===== src/rtl/alu_seq_ctrl_pkg.sv =====
// Shared ALU control definitions: field widths, ALUOp classes, op codes, FSM states.
// Latency: n/a (types and constants only).
// Backpressure: n/a.
package alu_seq_ctrl_pkg;

  localparam int FUNC_LEN  = 10;
  localparam int ALUOP_LEN = 2;
  localparam int CTRL_LEN  = 4;
  localparam int CNT_LEN   = 8;

  typedef enum logic [ALUOP_LEN-1:0] {
    ALUOP_LSW = 2'd0,
    ALUOP_BR  = 2'd1,
    ALUOP_R   = 2'd2,
    ALUOP_I   = 2'd3
  } aluop_e;

  typedef enum logic [CTRL_LEN-1:0] {
    OP_ADD  = 4'd0,  OP_SUB  = 4'd1,  OP_AND  = 4'd2,  OP_OR   = 4'd3,
    OP_XOR  = 4'd4,  OP_SLL  = 4'd5,  OP_SRL  = 4'd6,  OP_SRA  = 4'd7,
    OP_SLT  = 4'd8,  OP_SLTU = 4'd9,  OP_MUL  = 4'd10, OP_MULH = 4'd11,
    OP_DIV  = 4'd12, OP_DIVU = 4'd13, OP_REM  = 4'd14, OP_REMU = 4'd15
  } alu_op_e;

  typedef enum logic {
    S_IDLE = 1'b0,
    S_BUSY = 1'b1
  } state_e;

  localparam logic [6:0] F7_BASE   = 7'b0000000;
  localparam logic [6:0] F7_ALT    = 7'b0100000;
  localparam logic [6:0] F7_MULDIV = 7'b0000001;

  // Plain integer op selected by funct3 (funct7 = 0000000 flavour).
  function automatic alu_op_e base_op(input logic [2:0] f3);
    alu_op_e op;
    case (f3)
      3'b000:  op = OP_ADD;
      3'b001:  op = OP_SLL;
      3'b010:  op = OP_SLT;
      3'b011:  op = OP_SLTU;
      3'b100:  op = OP_XOR;
      3'b101:  op = OP_SRL;
      3'b110:  op = OP_OR;
      default: op = OP_AND;
    endcase
    return op;
  endfunction

endpackage


===== src/rtl/alu_seq_ctrl_decode.sv =====
// Combinational decode of {funct7, funct3} and ALUOp into an ALU op code plus class flags.
// Latency: 0 cycles (pure combinational).
// Backpressure: none; the caller decides when the result is used.
module alu_decode
  import alu_seq_ctrl_pkg::*;
#(
  parameter int unsigned M_EN = 1
) (
  input  logic [FUNC_LEN-1:0]  funct_i,
  input  logic [ALUOP_LEN-1:0] ALUOp_i,
  output logic [CTRL_LEN-1:0]  code_o,
  output logic                 illegal_o,
  output logic                 is_mul_o,
  output logic                 is_div_o
);

  logic [6:0] f7;
  logic [2:0] f3;

  assign f7 = funct_i[FUNC_LEN-1:3];
  assign f3 = funct_i[2:0];

  // Illegal encodings leave code_o at ADD and never raise a class flag.
  always_comb begin
    code_o    = OP_ADD;
    illegal_o = 1'b0;
    is_mul_o  = 1'b0;
    is_div_o  = 1'b0;
    case (ALUOp_i)
      ALUOP_LSW: code_o = OP_ADD;
      ALUOP_BR:  code_o = OP_SUB;
      ALUOP_R: begin
        if (f7 == F7_BASE) begin
          code_o = base_op(f3);
        end else if (f7 == F7_ALT) begin
          case (f3)
            3'b000:  code_o = OP_SUB;
            3'b101:  code_o = OP_SRA;
            default: illegal_o = 1'b1;
          endcase
        end else if ((f7 == F7_MULDIV) && (M_EN != 0)) begin
          case (f3)
            3'b000: begin code_o = OP_MUL;  is_mul_o = 1'b1; end
            3'b001: begin code_o = OP_MULH; is_mul_o = 1'b1; end
            3'b100: begin code_o = OP_DIV;  is_div_o = 1'b1; end
            3'b101: begin code_o = OP_DIVU; is_div_o = 1'b1; end
            3'b110: begin code_o = OP_REM;  is_div_o = 1'b1; end
            3'b111: begin code_o = OP_REMU; is_div_o = 1'b1; end
            default: illegal_o = 1'b1;
          endcase
        end else begin
          illegal_o = 1'b1;
        end
      end
      default: begin
        // I-type: funct7 is immediate bits except for the shift encodings.
        case (f3)
          3'b001: begin
            if (f7 == F7_BASE) code_o = OP_SLL;
            else               illegal_o = 1'b1;
          end
          3'b101: begin
            if (f7 == F7_BASE)     code_o = OP_SRL;
            else if (f7 == F7_ALT) code_o = OP_SRA;
            else                   illegal_o = 1'b1;
          end
          default: code_o = base_op(f3);
        endcase
      end
    endcase
  end

endmodule


===== src/rtl/alu_seq_ctrl.sv =====
// ALU control sequencer: registers decoded op code, holds off new requests during MUL/DIV.
// Latency: code valid 1 cycle after accept; multi-cycle ops busy for MUL_LAT/DIV_LAT cycles.
// Backpressure: ready_o low while BUSY; flush_i aborts an in-flight op or drops a request.
module alu_seq_ctrl
  import alu_seq_ctrl_pkg::*;
#(
  parameter int unsigned MUL_LAT = 3,
  parameter int unsigned DIV_LAT = 16,
  parameter int unsigned M_EN    = 1
) (
  input  logic                 clk_i,
  input  logic                 rst_i,
  input  logic                 valid_i,
  output logic                 ready_o,
  input  logic [FUNC_LEN-1:0]  funct_i,
  input  logic [ALUOP_LEN-1:0] ALUOp_i,
  input  logic                 flush_i,
  output logic [CTRL_LEN-1:0]  ALUCtrl_o,
  output logic                 ctrl_valid_o,
  output logic                 stall_o,
  output logic                 mc_done_o,
  output logic                 illegal_o
);

  localparam logic [CNT_LEN-1:0] MUL_LOAD = CNT_LEN'(MUL_LAT - 1);
  localparam logic [CNT_LEN-1:0] DIV_LOAD = CNT_LEN'(DIV_LAT - 1);

  state_e               state_q, state_d;
  logic [CNT_LEN-1:0]   cnt_q, cnt_d;
  logic [CTRL_LEN-1:0]  ctrl_q, ctrl_d;
  logic                 cv_q, cv_d;
  logic                 ill_q, ill_d;

  logic [CTRL_LEN-1:0]  dec_code;
  logic                 dec_ill;
  logic                 dec_mul;
  logic                 dec_div;
  logic                 accept;

  alu_decode #(
    .M_EN (M_EN)
  ) u_decode (
    .funct_i   (funct_i),
    .ALUOp_i   (ALUOp_i),
    .code_o    (dec_code),
    .illegal_o (dec_ill),
    .is_mul_o  (dec_mul),
    .is_div_o  (dec_div)
  );

  // Flush has priority over a simultaneous request.
  assign accept = valid_i && (state_q == S_IDLE) && !flush_i;

  // Next-state, counter and output decode; the counter holds the BUSY cycles still to go after this one.
  always_comb begin
    state_d   = state_q;
    cnt_d     = cnt_q;
    ctrl_d    = ctrl_q;
    cv_d      = 1'b0;
    ill_d     = 1'b0;
    ready_o   = 1'b0;
    stall_o   = 1'b0;
    mc_done_o = 1'b0;
    case (state_q)
      S_IDLE: begin
        ready_o = 1'b1;
        if (accept) begin
          ctrl_d = dec_code;
          cv_d   = 1'b1;
          ill_d  = dec_ill;
          if (dec_mul) begin
            state_d = S_BUSY;
            cnt_d   = MUL_LOAD;
          end else if (dec_div) begin
            state_d = S_BUSY;
            cnt_d   = DIV_LOAD;
          end
        end
      end
      default: begin
        stall_o = 1'b1;
        if (flush_i) begin
          state_d = S_IDLE;
          cnt_d   = '0;
        end else if (cnt_q == '0) begin
          mc_done_o = 1'b1;
          state_d   = S_IDLE;
        end else begin
          cnt_d = cnt_q - 8'd1;
        end
      end
    endcase
  end

  // State and registered outputs; reset discards any in-flight operation.
  always_ff @(posedge clk_i or negedge rst_i) begin
    if (!rst_i) begin
      state_q <= S_IDLE;
      cnt_q   <= '0;
      ctrl_q  <= OP_ADD;
      cv_q    <= 1'b0;
      ill_q   <= 1'b0;
    end else begin
      state_q <= state_d;
      cnt_q   <= cnt_d;
      ctrl_q  <= ctrl_d;
      cv_q    <= cv_d;
      ill_q   <= ill_d;
    end
  end

  assign ALUCtrl_o    = ctrl_q;
  assign ctrl_valid_o = cv_q;
  assign illegal_o    = ill_q;

endmodule


===== config.mk =====
export PLATFORM = sky130hd
export DESIGN_NAME = alu_seq_ctrl
export DESIGN_NICKNAME = d
export VERILOG_FILES = /design/src/rtl/alu_seq_ctrl_pkg.sv /design/src/rtl/alu_seq_ctrl_decode.sv /design/src/rtl/alu_seq_ctrl.sv
export SDC_FILE = /design/constraint.sdc
export NUM_CORES = 1
export LEC_CHECK = 0
export ABC_AREA = 1
export CORE_MARGIN = 5
export CORE_UTILIZATION = 35
export DETAILED_ROUTE_END_ITERATION = 10
export PLACE_DENSITY = 0.7
export SYNTH_ARGS = -nofsm -noshare
export SYNTH_HDL_FRONTEND = slang
export SYNTH_SLANG_ARGS = --single-unit

===== constraint.sdc =====
create_clock -name clk_i -period 1.6 [get_ports clk_i]
set_input_delay 0.48 -clock clk_i [delete_from_list [all_inputs] [get_ports clk_i]]
set_output_delay 0.48 -clock clk_i [all_outputs]
set_load 0.02 [all_outputs]

Yosys cells after proc, flatten, opt, wreduce, memory -nomap -nowiden
Index checks and enable logic that the tools add are counted.
{"block": "classes", "addsub": 1, "n_mul": 0, "div": 0, "n_lt_le_gt_ge": 0, "n_eq_ne": 12, "shifts": 0, "n_mux": 53, "bitwise_logic": 1, "reduce_logical": 16}
{"cell": "8-bit two-way mux", "n": 6}
{"cell": "1-bit two-way mux", "n": 33}
{"cell": "4-bit one-hot mux with 7 select lines", "n": 1}
{"cell": "4-bit one-hot mux with 6 select lines", "n": 1}
{"cell": "4-bit one-hot mux with 5 select lines", "n": 1}
{"cell": "4-bit two-way mux", "n": 4}
{"cell": "3-bit == test (second input constant)", "n": 4}
{"cell": "4-bit one-hot mux with 3 select lines", "n": 1}
{"cell": "8-bit logical NOT", "n": 1}
{"cell": "4-bit one-hot mux with 2 select lines", "n": 1}
{"cell": "8-bit by 1-bit subtractor with 8-bit output (second input constant)", "n": 1}
{"cell": "7-bit by 1-bit == test with 1-bit output (second input constant)", "n": 1}
{"cell": "7-bit by 6-bit == test with 1-bit output (second input constant)", "n": 1}
{"cell": "7-bit logical NOT", "n": 1}
{"cell": "3-bit by 2-bit == test with 1-bit output (second input constant)", "n": 2}
{"cell": "3-bit two-way mux", "n": 2}
{"cell": "3-bit one-hot mux with 2 select lines", "n": 1}
{"cell": "2-bit OR reduction", "n": 3}
{"cell": "6-bit OR reduction", "n": 1}
{"cell": "1-bit one-hot mux with 2 select lines", "n": 2}
{"cell": "4-bit OR reduction", "n": 1}
{"cell": "3-bit by 1-bit == test with 1-bit output (second input constant)", "n": 1}
{"cell": "3-bit logical NOT", "n": 1}
{"cell": "3-bit inequality test (second input constant)", "n": 1}
{"cell": "10 further kinds", "n": 11}
{"block": "word_totals", "register_bits": 15, "latchBits": 0, "mem_bits_rw": 0, "romBits": 0, "inputBits": 16, "output_inout_bits": 9, "elab_cells": 88, "memories": 0}

Depth between registers and ports, before layout
Gate-level depths: netlist of run 1.
{"block": "logic_depth", "word_depth": 11, "depth_mapped": 9, "depth_no_buf": 9}

Cells and area by module
From an unflattened synthesis of run 1, not the netlist that was laid out.
{"block": "unflattened", "hier_cells": 213, "area_unflattened_um2": 1257.5}
{"module": "alu_seq_ctrl", "n_inst": 1, "cells_each": 119, "area_each_um2": 852.1, "seq_area_each_um2": 375.4}
{"module": "alu_decode", "n_inst": 1, "cells_each": 94, "area_each_um2": 405.4, "seq_area_each_um2": 0.0}

Worst setup path before layout of run 1
Ideal clock, no wire load.
{"block": "synth_path", "path_kind": "register -> output", "start": "reg cnt_q[0]", "end": "out mc_done_o", "arrival_ps": 1254, "required_ps": 1120, "path_slack_ps": -134, "path_stages_with_launch": 7, "path_buffers": 0, "cell_sequence": "dfrtp_1 -> inv_1 -> ha_1 -> nand3_2 -> nor3_4 -> nand2_4 -> inv_1"}
{"block": "synth_between", "elab_chain_len": 4}
{"item": "from (decl)", "line": "alu_seq_ctrl.sv:29", "source": "logic [CNT_LEN-1:0] cnt_q, cnt_d;"}
{"item": "from (signal assigned)", "line": "alu_seq_ctrl.sv:105", "source": "cnt_q <= cnt_d;"}
{"item": "8-bit logical NOT", "line": "alu_seq_ctrl.sv:85", "source": "end else if (cnt_q == '0) begin"}
{"item": "1-bit two-way mux", "line": "alu_seq_ctrl.sv:85"}
{"item": "1-bit two-way mux", "line": "alu_seq_ctrl.sv:82", "source": "if (flush_i) begin"}
{"item": "1-bit two-way mux", "line": "alu_seq_ctrl.sv:64", "source": "case (state_q)"}
{"item": "to (decl)", "line": "alu_seq_ctrl.sv:21", "source": "output logic mc_done_o,"}
No other way between the ends.

Final worst setup path of run 1
{"block": "layout_path", "start": "reg cnt_q[1]", "end": "out mc_done_o"}
The elaborated chain is that of the path after synthesis.

==> impl_metrics.yaml, run 1 <==
die:
  rows: 21
  coreArea_mm2: 0.00342
  num_io_pins: 25
  die_h_um: 70.2
  die_w_um: 70.2
  start_util_pct: 37.2
  die-area_mm2: 0.00493
setup_path:
  reg2regPathDepth: 11
  ff2ff_setup_slack_ps: 130
  critPathMaxFanout: 2
  path_cells: "inv_2 -> ha_4 -> nand3_4 -> nor3_4 -> nand2_4 -> inv_4 -> buf_6"
  crit_slowest_cell: "dfrtp_1"
  worst_setup_path_start_kind: "register"
  rr_endpoint: "cnt_q[6]"
  cp_num_buf_inv: 3
  crit_family: "flip-flops"
  critical_path.max_stage_delay_ps: 400
  crit_required_ps: 1120
  critPathKind: "reg -> out"
  worstPathArrival_ps: 1440
  reg2reg_from: "state_q"
  cp-end-kind: "output pin"
sta:
  timing.slew.headroom_pct: 82.4
  finalHoldViolCount: 0
  fmax_ghz: 0.520
  setup_viol: 1
  hold_slack_ps: 492
  worst_slack_ps: -324
  rsz0062_at_grt: "true"
  finalMaxSlewViolations: 0
  skew_ps: 4.30
  period_share_pct: 120
  worst_pin_slew_ps: 263
  period_minus_slack_ps: 1920
yosys:
  syn_area_mm2: 0.00127
  synth-seq-cells: 15
  yosys.cell_types.count: 24
  synth_xor_area_share_pct: 1.38
  yosys-top-cells-count: "63 x nand2_1, 29 x nand3_1, 25 x nor2_1"
  synth.top_cell.area_share_pct: 29.6
  ys_warn_count: 0
  syn_inst: 201
  synth_edf_count: 0
  synthFlopType: "dfrtp_1"
  synth_top_family_by_area: "simple AND/OR/NAND/NOR gates"
  synth.net_count: 218
  synth_adder_area_share_pct: 0.985
  ys_seq_area_share_pct: 29.6
  synth_simple_gate_area_share_pct: 53.4
  syn_area_per_cell_um2: 6.32
  yosys.area.top_type: "dfrtp_1"
  async_flop_share_pct: 100
  synth_compound_area_share_pct: 5.81
  yosysMostFrequentCell: "nand2_1"
  muxShareOfSynthArea_pct: 0
  synth.area.top_cells: "dfrtp_1 30%, nand2_1 19%, nand3_1 11%"
layout:
  sequential_cell_area_um2: 375
  area_delta_synth_final_pct: 63.4
  final_cell_count_no_fill: 325
  fillers: 318
  drive_above_1_share_pct: 33.0
  multiInputGateArea_um2: 865
  final_util_pct: 60.8
  nNetsFinal: 297
  final_area_mm2: 0.00208
  antennaDiodeCount: 0
clocking:
  numClockSinks: 15
  clkLatencyLatePin_ps: 290
  cts_root_buf: "clkbuf_4"
  cts_inserted_buffers: 3
  htree_levels: 1
  cts_max_path_buffers: 2
  cts_tree: "yes"
  ctsHoldBuffers: 0
  clkTransAtPathRegs_ps: 80
placement:
  place_ws_ps: -732
  port_buffers: 24
  gp_congestion: 0.958
  post-dp-hpwl_mm: 2.77
  placedCellCount: 309
  placed_area_mm2: 0.00189
global_routing:
  antenna_found_initial: 0
  grt_pass1_wl_mm: 5.80
  grt_overflow: 0
  grt_max_degree: 16
  grt_pass1_vias: 1369
  grt_use_total_pct: 14.7
power:
  power.density_mw_per_mm2: 520
  ir_drop_mv: 0.320
  p_leak_nw: 1.13
detailed_routing:
  num_vias: 1548
  drt_pass1_iterations: 4
  ant_nets: 0
  drtIter0Drc: 97
  drt-vias-per-instance: 4.76
  drc: 0
  routed_wl_mm: 3.53
  wl_per_cell_um: 10.8
outcome:
  status: "finished, violations left"
  violations: "setup timing"
worst_hold_path:
  hold_class: "in -> async"
job:
  max-cap-violations: 0
## layout make-up
class | count | share of cell area (%)
multi-input cells | 157 | 41.7
repair buffers | 75 | 30.9
flip-flops and latches | 15 | 18.1
inverters | 28 | 5.30
well taps | 46 | 2.77
clock buffers | 4 | 1.27
## what timing repair did
item | CTS | global route
pin swaps | 10 | 9
setup buffers | 6 | 6
resized for setup | 34 | 22
endpoints found under the setup margin | 20 | 16
## state kept, by name (all words and copies together), names as in the netlist
register and count:
ALUCtrl_o 4, cnt_q 8, ctrl_valid_o 1, illegal_o 1, state_q 1
## worst register-to-register path, delay by kind of cell, from the launching register on
kind          cells  cell delay [ps]
buf+inv           6              590
flops             1              380
simple gates      5              430
## cell families after synthesis
kind of cell / after synthesis
xor gates and xnor gates: 2
DFF: 15
and+or+nand+nor: 140
adders and majority gates: 1
AOI/OAI and AO/OA: 14
buffers and inverters: 29
## cells in the final DEF, fill, tap and decap left out, types with 2 or more instances in the layout
cell / count
nand3_2: 2
nand4_1: 3
buf_6: 4
nand2_8: 2
o21ai_1: 3
clkbuf_4: 3
xor2_1: 2
clkdlybuf4s50_1: 4
nand2_4: 2
nor2_2: 5
nor2_1: 21
dlymetal6s2s_1: 4
nand3_1: 28
nor3_1: 2
buf_4: 47
o21ai_0: 4
nor3_4: 2
dlygate4sd2_1: 13
or2_2: 2
a21oi_1: 5
inv_4: 2
nor2_4: 4
dfrtp_1: 15
nand2_1: 63
nand3_4: 3
inv_2: 10
inv_1: 16
## layer usage
layer	GRT usage, %	up-vias	wire length (um)
li1	-	801	-
met1	19.3	694	1620
met2	23.3	46	1650
met3	3.01	7	181
met4	5.74	0	72
met5	0	-	0
## how the worst max path moves through the flow
stage                   from         to  slack (ps)  depth (start not counted)
floorplan           cnt_q[1]  mc_done_o          30                          6
global placement     flush_i  mc_done_o        -700                          5
detailed placement   flush_i  mc_done_o        -730                          5
CTS                 cnt_q[0]  mc_done_o        -380                          7
global route        cnt_q[1]  mc_done_o        -420                          7
finish              cnt_q[1]  mc_done_o        -320                          7
## per-stage QoR
step | TNS [ps] | power [mW]
floorplan | 0 | 0.626
global placement | -5660 | 0.820
detailed placement | -6000 | 0.828
CTS | -375 | 1.06
global route | -479 | 1.16
finish | -324 | 1.08
## power by group
| group | switching, mW | internal (mW) |
|---|---|---|
| combinational | 0.220 | 0.207 |
| sequential | 0.0233 | 0.411 |
| clock | 0.121 | 0.0973 |
| total | 0.364 | 0.715 |
Note: power is estimated with default switching activity, not from simulation.
==> inputs of run 2 (changes only) <==
--- a/config.mk
+++ b/config.mk
@@ -8,8 +8,10 @@
 export ABC_AREA = 1
 export CORE_MARGIN = 5
 export CORE_UTILIZATION = 35
+export CTS_CLUSTER_DIAMETER = 60
 export DETAILED_ROUTE_END_ITERATION = 10
 export PLACE_DENSITY = 0.7
 export SYNTH_ARGS = -nofsm -noshare
 export SYNTH_HDL_FRONTEND = slang
 export SYNTH_SLANG_ARGS = --single-unit
+export TNS_END_PERCENT = 100
==> results of run 2 <==
Same layout as run 1: the final DEF is identical, and so are final timing and power.
==> inputs of run 3 (changes only) <==
--- a/config.mk
+++ b/config.mk
@@ -10,7 +10,8 @@
 export CORE_UTILIZATION = 35
 export CTS_CLUSTER_DIAMETER = 60
 export DETAILED_ROUTE_END_ITERATION = 10
-export PLACE_DENSITY = 0.7
+export DONT_BUFFER_PORTS = 1
+export PLACE_DENSITY = 0.61
 export SYNTH_ARGS = -nofsm -noshare
 export SYNTH_HDL_FRONTEND = slang
 export SYNTH_SLANG_ARGS = --single-unit
==> impl_metrics.yaml, run 3 (synthesis gave the netlist of run 1 again) <==
die:
  num_io_pins: 25
  start_util_pct: 37.2
  die-area_mm2: 0.00493
  die_h_um: 70.2
  rows: 21
  coreArea_mm2: 0.00342
  die_w_um: 70.2
sta:
  fmax_ghz: 0.549
  period_share_pct: 114
  skew_ps: 6.37
  timing.slew.headroom_pct: 52.4
  worst_pin_slew_ps: 712
  period_minus_slack_ps: 1820
  worst_slack_ps: -221
  hold_slack_ps: 304
  setup_viol: 1
  finalMaxSlewViolations: 0
  rsz0062_at_grt: "true"
  finalHoldViolCount: 0
  setup_tns_ps: -221
setup_path:
  worst_setup_path_start_kind: "register"
  cp-end-kind: "output pin"
  critPathMaxFanout: 2
  crit_required_ps: 1120
  rr_endpoint: "cnt_q[0]"
  ff2ff_setup_slack_ps: 140
  critical_path.max_stage_delay_ps: 410
  crit_slowest_cell: "dfrtp_1"
  reg2reg_from: "cnt_q[0]"
  path_cells: "inv_2 -> ha_4 -> nand3_4 -> nor3_4 -> nand2_4 -> inv_4"
  crit_family: "flip-flops"
  path_depth: 6
  critPathKind: "reg -> out"
  cp_num_buf_inv: 2
  worstPathArrival_ps: 1340
  reg2regPathDepth: 9
detailed_routing:
  drtIter0Drc: 105
  wl_per_cell_um: 12.3
  drt_pass1_iterations: 4
  ant_nets: 0
  routed_wl_mm: 3.34
  drt-vias-per-instance: 5.07
  drc: 0
  num_vias: 1374
layout:
  antennaDiodeCount: 0
  area_delta_synth_final_pct: 23.0
  regMostFlops: "cnt_q"
  most-common-layout-cells: "63 x nand2_1, 29 x nand3_1, 22 x nor2_1"
  layout_commonest_cell: "nand2_1"
  nNetsFinal: 243
  final_area_mm2: 0.00156
  largest_reg_flops: 8
  final_cell_count_no_fill: 271
  drive_above_1_share_pct: 23.1
  final_util_pct: 45.7
clocking:
  htree_levels: 1
  clkTransAtPathRegs_ps: 100
  cts_inserted_buffers: 3
  cts_tree: "yes"
  clkLatencyLatePin_ps: 290
  cts_max_path_buffers: 2
  numClockSinks: 15
  cts_root_buf: "clkbuf_4"
placement:
  post-dp-hpwl_mm: 2.56
  placedCellCount: 258
  place_ws_ps: 46.8
  port_buffers: 0
  gp_congestion: 0.868
  placed_area_mm2: 0.00144
global_routing:
  grt_pass1_wl_mm: 6.01
  antenna_found_initial: 0
  grt_use_total_pct: 14.6
  grt_overflow: 0
  grt_max_degree: 16
  grt_pass1_vias: 1344
outcome:
  status: "finished, violations left"
  violations: "setup timing"
power:
  ir_drop_mv: 0.272
  power.density_mw_per_mm2: 607
  total_power_mw: 0.949
  p_leak_nw: 0.818
job:
  max-cap-violations: 0
worst_hold_path:
  worstHoldEndpoint: "state_q"
  hp-start: "flush_i"
  whs_path_depth: 1
  hold_class: "in -> reg"
==> run 3: cell count changes in the layout (fill, tap and decap cells not counted), moves of 3 or more <==
cell             change
buf_4               -29
dlygate4sd2_1       -13
inv_1                +5
inv_2                -5
clkdlybuf4s50_1      -4
dlymetal6s2s_1       -4
buf_6                -3
==> run 3: repair_timing <==
item | 4_1_cts | 5_1_grt
resized for setup | 5 | 1
setup buffers | 4 | 4
hold buffers | 1 | 0
endpoints found under the setup margin | 2 | 7
pin swaps | 1 | 1
hold endpoints to repair | 15 | 0
cloned | 0 | 0
==> run 3: area by class of cell <==
class	count	area [um2]
tap	46	57.6
multi-input combinational	157	815
clock buffer	3	22.5
sequential	15	375
clock inverter	1	5.00
inverter	28	110
fill	362	1850
timing repair buffer	21	176
==> run 3: worst max-delay path by stage <==
stage                         from         to  slack (ps)
after floorplan           cnt_q[1]  mc_done_o          30
after global placement    cnt_q[1]  mc_done_o          60
after detailed placement  cnt_q[1]  mc_done_o          50
after CTS                 cnt_q[0]  mc_done_o        -260
after global routing      cnt_q[0]  mc_done_o        -280
final                     cnt_q[0]  mc_done_o        -220
==> run 3: routing by layer <==
metal  global-route usage, %  routed length [um]  vias to the layer above
met5                       0                   0                        -
met4                    4.68                  70                        0
met3                    1.72                 204                        9
met2                    25.5                1670                       54
met1                    18.6                1400                      620
li1                        -                   -                      691
==> run 3: where the power goes <==
| part | total [mW] | internal, mW | switching, mW |
|---|---|---|---|
| clock network | 0.221 | 0.0928 | 0.128 |
| registers | 0.455 | 0.411 | 0.0436 |
| logic | 0.273 | 0.119 | 0.154 |
